===== src/rtl/uart_tx_stream_if.sv =====
// FIFO-to-transmitter byte handshake: valid/data from the FIFO, yumi pop strobe back.
// Member names match the FIFO-side port names so both ends read the same.
interface uart_tx_stream_if #(
    parameter int data_bits_p = 8
) ();
    logic                   valid_i;
    logic [data_bits_p-1:0] data_i;
    logic                   yumi_o;

    modport master (output valid_i, output data_i, input yumi_o);
    modport slave  (input valid_i, input data_i, output yumi_o);
endinterface


===== src/rtl/uart_tx_stream.sv =====
// UART frame transmitter fed from the board-side byte FIFO.
// Frames are start, data LSB-first, optional parity, then stop bits; back-to-back when the FIFO stays full.
//
// state  | meaning
// IDLE   | line high, waiting for a byte
// START  | start bit (0)
// DATA   | data bits, LSB first
// PARITY | parity bit (only when parity_p != 0)
// STOP   | stop bit(s), line high
module uart_tx_stream #(
    parameter int clks_per_bit_p = 104,
    parameter int data_bits_p    = 8,
    parameter int parity_p       = 0,
    parameter int stop_bits_p    = 1
) (
    input  logic                   clk_i,
    input  logic                   reset_i,
    uart_tx_stream_if.slave        fifo_if,
    output logic                   tx_o,
    output logic                   busy_o
);
    localparam int baud_w = $clog2(clks_per_bit_p);
    localparam int bit_w  = $clog2(data_bits_p);

    localparam logic [baud_w-1:0] baud_last = baud_w'(clks_per_bit_p - 1);
    localparam logic [bit_w-1:0]  data_last = bit_w'(data_bits_p - 1);
    localparam logic [bit_w-1:0]  stop_last = bit_w'(stop_bits_p - 1);

    typedef enum logic [2:0] {
        IDLE   = 3'd0,
        START  = 3'd1,
        DATA   = 3'd2,
        PARITY = 3'd3,
        STOP   = 3'd4
    } state_e;

    state_e                 state_q, state_d;
    logic [baud_w-1:0]      baud_q, baud_d;
    logic [bit_w-1:0]       bit_q, bit_d;
    logic [data_bits_p-1:0] shift_q, shift_d;
    logic                   par_q, par_d;
    logic                   tx_q, tx_d;

    logic baud_end;
    logic last_stop;
    logic yumi;
    logic par_calc;

    always_ff @(posedge clk_i) begin
        if (reset_i) begin
            state_q <= IDLE;
            baud_q  <= '0;
            bit_q   <= '0;
            shift_q <= '0;
            par_q   <= 1'b0;
            tx_q    <= 1'b1;
        end else begin
            state_q <= state_d;
            baud_q  <= baud_d;
            bit_q   <= bit_d;
            shift_q <= shift_d;
            par_q   <= par_d;
            tx_q    <= tx_d;
        end
    end

    always_comb begin
        state_d  = state_q;
        baud_d   = '0;
        bit_d    = bit_q;
        shift_d  = shift_q;
        par_d    = par_q;
        tx_d     = tx_q;

        baud_end  = (baud_q == baud_last);
        last_stop = (state_q == STOP) && (bit_q == stop_last) && baud_end;
        yumi      = fifo_if.valid_i && !reset_i && ((state_q == IDLE) || last_stop);
        par_calc  = (parity_p == 1) ? ~^fifo_if.data_i : ^fifo_if.data_i;

        if (state_q != IDLE) begin
            baud_d = baud_end ? '0 : baud_q + 1'b1;
        end

        case (state_q)
            IDLE: begin
                bit_d = '0;
            end
            START: begin
                if (baud_end) begin
                    state_d = DATA;
                    bit_d   = '0;
                end
            end
            DATA: begin
                if (baud_end) begin
                    shift_d = shift_q >> 1;
                    if (bit_q == data_last) begin
                        state_d = (parity_p != 0) ? PARITY : STOP;
                        bit_d   = '0;
                    end else begin
                        bit_d = bit_q + 1'b1;
                    end
                end
            end
            PARITY: begin
                if (baud_end) begin
                    state_d = STOP;
                    bit_d   = '0;
                end
            end
            STOP: begin
                if (baud_end) begin
                    if (bit_q == stop_last) begin
                        state_d = IDLE;
                        bit_d   = '0;
                    end else begin
                        bit_d = bit_q + 1'b1;
                    end
                end
            end
            default: begin
                state_d = IDLE;
                bit_d   = '0;
            end
        endcase

        // A pop overrides whatever the frame logic chose: the new byte starts next cycle.
        if (yumi) begin
            state_d = START;
            baud_d  = '0;
            bit_d   = '0;
            shift_d = fifo_if.data_i;
            par_d   = (parity_p != 0) ? par_calc : 1'b0;
        end

        // tx is registered from the next state so the line never sees a combinational input path.
        case (state_d)
            IDLE:    tx_d = 1'b1;
            START:   tx_d = 1'b0;
            DATA:    tx_d = shift_d[0];
            PARITY:  tx_d = par_d;
            STOP:    tx_d = 1'b1;
            default: tx_d = 1'b1;
        endcase
    end

    assign fifo_if.yumi_o = yumi;
    assign tx_o           = tx_q;
    assign busy_o         = (state_q != IDLE);

    always_ff @(posedge clk_i) begin
        assert (clks_per_bit_p >= 2 && data_bits_p >= 5 && data_bits_p <= 8 &&
                parity_p >= 0 && parity_p <= 2 && stop_bits_p >= 1 && stop_bits_p <= 2)
        else $error("uart_tx_stream: illegal parameter combination");
    end
endmodule


===== src/flat_wrapper.sv =====
// flat-port wrapper written by rule: the top's interface ports become plain ports
module uart_tx_stream_flat 
#(
    parameter int clks_per_bit_p = 104,
    parameter int data_bits_p    = 8,
    parameter int parity_p       = 0,
    parameter int stop_bits_p    = 1
)
  (clk_i, reset_i, tx_o, busy_o, fifo_if_valid_i, fifo_if_data_i, fifo_if_yumi_o);
  uart_tx_stream_if #(.data_bits_p(data_bits_p)) fifo_if_i ();
  input  logic clk_i;
  input  logic reset_i;
  output logic tx_o;
  output logic busy_o;
  input wire logic [$bits(fifo_if_i.valid_i)-1:0] fifo_if_valid_i;
  input wire logic [$bits(fifo_if_i.data_i)-1:0] fifo_if_data_i;
  output wire logic [$bits(fifo_if_i.yumi_o)-1:0] fifo_if_yumi_o;
  assign fifo_if_i.valid_i = fifo_if_valid_i;
  assign fifo_if_i.data_i = fifo_if_data_i;
  assign fifo_if_yumi_o = fifo_if_i.yumi_o;
  uart_tx_stream #(.clks_per_bit_p(clks_per_bit_p), .data_bits_p(data_bits_p), .parity_p(parity_p), .stop_bits_p(stop_bits_p)) u_core (.clk_i(clk_i), .reset_i(reset_i), .fifo_if(fifo_if_i), .tx_o(tx_o), .busy_o(busy_o));
endmodule

===== config.mk =====
export PLATFORM = sky130hd
export DESIGN_NAME = uart_tx_stream_flat
export DESIGN_NICKNAME = d
export VERILOG_FILES = /design/src/rtl/uart_tx_stream_if.sv /design/src/rtl/uart_tx_stream.sv /design/src/flat_wrapper.sv
export SDC_FILE = /design/constraint.sdc
export NUM_CORES = 1
export LEC_CHECK = 0
export CORE_MARGIN = 1
export CORE_UTILIZATION = 45
export CTS_CLUSTER_SIZE = 28
export DETAILED_ROUTE_END_ITERATION = 12
export GPL_TIMING_DRIVEN = 0
export PLACE_DENSITY = 0.7
export SYNTH_ARGS = -nofsm -noshare
export SYNTH_HDL_FRONTEND = slang
export SYNTH_SLANG_ARGS = --single-unit

===== constraint.sdc =====
create_clock -name clk_i -period 2.18 [get_ports clk_i]
set_input_delay 0.436 -clock clk_i [delete_from_list [all_inputs] [get_ports clk_i]]
set_output_delay 0.436 -clock clk_i [all_outputs]
set_load 0.005 [all_outputs]

==> results of run 1 <==
==> where the power goes <==
group	leakage [uW]	internal, uW	switching [uW]
Combinational	0.000306	46.1	45.1
Clock	0.0000150	71.6	129
Sequential	0.000189	434	7.12
==> area by class of cell <==
type,instances,area (sq um)
fill,225,987
multi-input combinational,105,757
sequential,23,465
timing repair buffer,20,178
tap,30,37.5
inverter,7,28.8
clock buffer,4,26.3
buffer,5,20.0
==> stage by stage <==
| stage | cells | worst slack, ns |
|---|---|---|
| global route | 194 | 0.0130 |
| finish | 194 | 0.0714 |
| CTS | 194 | 0.00328 |
| floorplan | 141 | 0.216 |
| detailed placement | 184 | -0.663 |
| global placement | 184 | -0.658 |
==> placed cells by master (no fill, tap or decap), types with 5 or more instances in the layout <==
cell,n
inv_1,5
clkdlybuf4s50_1,12
nand2_1,9
a311oi_1,6
nor2_1,12
nor3_1,7
nand3_1,13
clkbuf_1,5
dfxtp_1,19
buf_4,7
==> state kept, by name, indices dropped and copies added (netlist names) <==
name and cells:
u_core.shift_q 8, u_core.baud_q 7, u_core.bit_q 3, u_core.state_q 3
u_core.par_q 1, u_core.tx_o 1
==> worst reg2reg max path, stage by stage, from the launching register on <==
cell and delay [ns]:
dfxtp_2 0.36, or3b_4 0.41, buf_4 0.18, o31a_1 0.28
clkbuf_1 0.23, a21oi_2 0.22, o311ai_0 0.16
==> worst paths after layout <==
path | cells past startpoint | to | slack, ns | start
worst max register to register | 6 | u_core.tx_o | 0.20 | u_core.baud_q[6]
worst min-delay path | 1 | u_core.baud_q[0] | 0.46 | u_core.baud_q[0]
worst min register to register | 1 | u_core.baud_q[0] | 0.46 | u_core.baud_q[0]
worst max-delay path | 2 | busy_o | 0.07 | u_core.state_q[1]
==> logic make-up after synthesis <==
family	share of synthesized area, %
adders and majority gates	4.16
and+or+nand+nor	27.4
xor gates and xnor gates	3.64
DFF	38.3
buffers and inverters	4.68
AOI/OAI and AO/OA	21.9
==> synthesized netlist by cell type <==
library cell	count	share of area [%]
clkbuf_1	5	1.6
o311ai_0	1	0.73
o211a_4	1	1.5
or3b_1	1	0.73
o211ai_1	2	1.2
a211o_1	1	0.73
nand2_1	10	3.1
o22a_1	1	0.73
xnor2_1	3	2.2
nor3b_1	1	0.62
o22ai_1	1	0.52
o21a_1	1	0.62
nand4_1	1	0.52
nor2_1	13	4.1
a211oi_2	1	1.0
a2111oi_0	1	0.73
a311oi_1	6	4.4
a31oi_1	1	0.52
o31a_1	2	1.5
o211a_1	1	0.83
dfxtp_1	23	38
nand4bb_1	1	0.94
nand4b_1	1	0.73
o31ai_1	2	1.2
nand2b_1	3	1.6
nor4_1	1	0.52
nor2b_1	2	1.0
nor3b_2	1	1.0
and3_1	3	1.6
a21oi_1	5	2.1
a211oi_1	3	1.9
inv_1	7	2.2
and4_1	1	0.73
buf_6	1	0.94
nor3_1	7	2.9
or3_1	1	0.52
xor2_1	2	1.5
or4_4	1	0.94
ha_1	4	4.2
nand3_1	14	5.8
o21ai_0	4	1.7
==> layer usage <==
layer,GRT usage (%),up-vias,share of wire (%)
met5,0,-,0
met4,11.8,0,2.3
met3,3.39,9,5.0
met2,36.6,48,46
met1,33.8,550,47
li1,-,570,-
==> repair_timing <==
item                                    4_1_cts  5_1_grt
hold buffers                                  0        0
pin swaps                                     2        2
gates cloned                                  0        0
setup buffers                                 6        1
gates resized for setup                      18        8
endpoints found under the setup margin        1        3
==> impl_metrics.py, run 1 <==
metrics = {
    "place": {
        "placed_cell_area_sq_mm": 0.00137,
        "dpl.hpwl_mm": 2.02,
        "io_buffer_count": 13,
        "place_congestion": 0.919,
    },
    "sta": {
        "fmaxAchievable_ghz": 0.474,
        "hold_ws_ns": 0.461,
        "tightest_slew_ns": 0.567,
        "slew_headroom_pct": 62.2,
        "rsz0062_at_grt": "no",
        "period_minus_slack_ns": 2.11,
        "finalSetupTns_ns": 0,
        "drv_slew": 0,
        "finalHoldViolCount": 0,
        "min_period_over_period_pct": 96.7,
        "setup_violations": 0,
        "finalClockSkew_ns": 0.00740,
    },
    "route": {
        "wire_per_inst_microns": 15.7,
        "vias_per_cell": 6.07,
        "drtAntennaViolNets": 0,
        "vias": 1177,
        "first_pass_iters": 4,
        "drt_iter0_drc": 59,
        "drc": 0,
        "wl_mm": 3.04,
    },
    "setup_path": {
        "cp.arrival_ns": 1.67,
        "cp_slowest_cell": "or3_1",
        "slowest_delay_ns": 0.47,
        "path_buf_inv": 1,
        "crit_family": "simple AND/OR/NAND/NOR gates",
        "crit_chain": "or3_1 -> clkdlybuf4s50_1",
        "path_class": "reg2out",
        "cp_max_fo": 9,
        "cp-start-kind": "register",
        "crit_required_ns": 1.74,
        "cp-end-kind": "primary output",
    },
    "synthesis": {
        "syn_nets": 156,
        "ys_seq_area_share_pct": 38.3,
        "synth_seq_cells": 23,
        "netlist_area_sq_mm": 0.00120,
        "synth.avg_cell_area_sq_um": 8.53,
        "syn_inst": 141,
        "ys_warn_count": 0,
        "ys_types": 41,
    },
    "clock_tree": {
        "clk-insertion-delay-late_ns": 0.32,
        "cts.path.max_buffers": 2,
        "cts_tree": "yes",
        "cts-htree-levels": 1,
        "numCtsBuffers": 3,
        "path_clk_slew_ns": 0.12,
        "cts-root-buf": "clkbuf_4",
        "cts_sinks": 23,
    },
    "pwr": {
        "p_per_area_mw_per_mm2": 485,
        "power_leakage_uw": 0.000510,
        "power_uw": 733,
        "ir_worst_vdd_uv": 452,
    },
    "die": {
        "rows": 18,
        "initial_utilization_pct": 48.1,
        "core_sq_mm": 0.00250,
        "die_x_microns": 53.7,
        "die_y_microns": 53.7,
        "dieArea_sq_mm": 0.00288,
        "ios": 14,
    },
    "job": {
        "maxCapViolations": 0,
    },
    "global_routing": {
        "antenna_found_initial": 0,
        "grt_start_max_net_pins": 13,
        "first_global_vias": 1078,
        "grt_pass1_wl_mm": 5.04,
        "grt-ovfl-total": 0,
        "grtUsageTotal_pct": 24.4,
    },
    "finish": {
        "design_area_sq_mm": 0.00151,
        "postLayoutCoreUtil_pct": 60.5,
        "fin_nets": 180,
        "areaGrowthSynthToFinish_pct": 25.8,
        "insertedDiodeCount": 0,
        "layout-drive-gt1-share_pct": 18.3,
    },
    "run_status": {
        "status": "finished clean",
    },
    "hold_path": {
        "hp-class": "reg2reg",
    },
}
Power figures use the tool's default switching activity.
==> run 2, diff against run 1 <==
--- a/config.mk
+++ b/config.mk
@@ -9,7 +9,7 @@
 export CORE_UTILIZATION = 45
 export CTS_CLUSTER_SIZE = 28
 export DETAILED_ROUTE_END_ITERATION = 12
-export GPL_TIMING_DRIVEN = 0
+export GPL_TIMING_DRIVEN = 1
 export PLACE_DENSITY = 0.7
 export SYNTH_ARGS = -nofsm -noshare
 export SYNTH_HDL_FRONTEND = slang
==> impl_metrics.py, run 2 (synthesis results as in run 1) <==
metrics = {
    "finish": {
        "layout-drive-gt1-share_pct": 28.1,
        "final_common_cell": "buf_4",
        "fin_nets": 194,
        "areaGrowthSynthToFinish_pct": 35.1,
        "final_cells": 208,
        "insertedDiodeCount": 0,
        "layout_common_cells": "buf_4, dfxtp_1, nor2_1, nand3_1, clkdlybuf4s50_1",
        "design_area_sq_mm": 0.00162,
        "largest_reg_flops": 8,
        "largest_register": "u_core.shift_q",
        "largestRegisters": "u_core.shift_q (8), u_core.baud_q (7)",
    },
    "pwr": {
        "clockPowerShare_pct": 27.5,
        "power_uw": 755,
        "internal-power_uw": 564,
        "ir_worst_vdd_uv": 445,
        "power_leakage_uw": 0.000601,
        "p_per_area_mw_per_mm2": 465,
        "p_sw_uw": 191,
        "swShare_pct": 25.3,
        "p_seq_share_pct": 58.4,
        "pwr-share-comb_pct": 14.1,
    },
    "die": {
        "die_x_microns": 53.7,
        "die_y_microns": 53.7,
        "core_sq_mm": 0.00250,
        "rows": 18,
        "dieArea_sq_mm": 0.00288,
        "initial_utilization_pct": 48.1,
        "ios": 14,
    },
    "clock_tree": {
        "cts-root-buf": "clkbuf_4",
        "cts_tree": "yes",
        "numCtsBuffers": 3,
        "cts_sinks": 23,
        "clk-insertion-delay-late_ns": 0.32,
        "holdBufCountCts": 0,
        "path_clk_slew_ns": 0.14,
        "cts-htree-levels": 1,
        "cts.path.max_buffers": 2,
    },
    "route": {
        "vias": 1222,
        "first_pass_iters": 4,
        "drtAntennaViolNets": 0,
        "vias_per_cell": 5.88,
        "drc": 0,
        "drt_iter0_drc": 21,
        "wire_per_inst_microns": 14.8,
        "wl_mm": 3.08,
    },
    "sta": {
        "setup_violations": 0,
        "finalHoldViolCount": 0,
        "period_minus_slack_ns": 2.14,
        "fin_ws_ns": 0.0406,
        "finalClockSkew_ns": 0.0104,
        "drv_slew": 0,
        "rsz0062_at_grt": "no",
        "slew_headroom_pct": 63.6,
        "min_period_over_period_pct": 98.1,
        "tightest_slew_ns": 0.544,
        "fmaxAchievable_ghz": 0.467,
    },
    "place": {
        "placedCellCount": 196,
        "io_buffer_count": 13,
        "place_ws_ns": -0.0204,
        "dpl.hpwl_mm": 2.13,
        "placed_cell_area_sq_mm": 0.00148,
        "place_congestion": 0.852,
    },
    "setup_path": {
        "cp.arrival_ns": 1.70,
        "crit_required_ns": 1.74,
        "cp-start-kind": "register",
        "path_class": "reg2out",
        "cp_max_fo": 8,
        "r2r_slack_ns": 0.21,
        "cp-end-kind": "primary output",
    },
    "global_routing": {
        "first_global_vias": 1127,
        "antenna_found_initial": 0,
        "grt-ovfl-total": 0,
        "grt_start_max_net_pins": 14,
        "grt_pass1_wl_mm": 4.92,
        "grtUsageTotal_pct": 23.9,
    },
    "run_status": {
        "status": "finished clean",
    },
    "hold_path": {
        "hp-class": "reg2reg",
    },
    "job": {
        "maxCapViolations": 0,
    },
}
run 2: changes by cell type in the layout (fill, tap and decap cells not counted), moves of 4 or more:
cell	before	now
clkbuf_1	5	1
buf_4	7	26
a311oi_1	6	0
a311oi_2	0	6
run 2: power by group through the flow:
stage	sequential (uW)	clock, uW	combinational, uW
after floorplan	448	0	42.2
after global placement	449	0	89.0
after detailed placement	450	0	90.5
after CTS	441	205	103
after global routing	443	220	116
final	441	208	106
run 2: layer usage:
layer	GRT usage, %	wire length (microns)	share of wire [%]	vias up
li1	-	-	-	600
met3	4.52	131	4.3	4
met4	10.5	35	1.1	0
met2	38.5	1500	49	25
met5	0	0	0	-
met1	30.6	1410	46	593
run 2: final cells by class:
cell class	count	area, sq um
Tap cell	30	37.5
Fill cell	213	876
Multi-Input combinational cell	105	747
Sequential cell	23	467
Clock buffer	4	26.3
Timing Repair Buffer	39	320
Inverter	7	26.3
run 2: what timing repair did:
action | in CTS | in global routing
resized for setup | 9 | 11
pin swaps | 2 | 3
gates cloned | 0 | 0
endpoints found under the setup margin | 1 | 8
buffers inserted | 11 | 1
run 2: through the flow:
stage	util (%)	hold WS (ns)	TNS (ns)
after global placement	59.0	0.431	0
final	65.0	0.424	0
after global routing	65.0	0.448	0
after floorplan	-	0.418	0
after CTS	64.4	0.428	-0.924
after detailed placement	59.0	0.446	-0.0204
run 2: critical path: stages, from the launching register on:
cell	delay (ns)
dfxtp_1	0.35
buf_4	0.15
or3_1	0.42
clkdlybuf4s50_1	0.46
run 2: final timing paths:
check                                        from           endpoint  depth (start not counted)
worst max-delay path            u_core.state_q[1]             busy_o                          3
worst min-delay path             u_core.baud_q[0]   u_core.baud_q[0]                          1
worst max register to register   u_core.baud_q[4]  u_core.shift_q[5]                          8
worst min register to register   u_core.baud_q[0]   u_core.baud_q[0]                          1
==> run 3, diff against run 2 <==
--- a/config.mk
+++ b/config.mk
@@ -5,6 +5,7 @@
 export SDC_FILE = /design/constraint.sdc
 export NUM_CORES = 1
 export LEC_CHECK = 0
+export CAP_MARGIN = 20
 export CORE_MARGIN = 1
 export CORE_UTILIZATION = 45
 export CTS_CLUSTER_SIZE = 28
==> results of run 3 <==
Same layout as run 2: the final DEF is identical, and so are final timing and power.
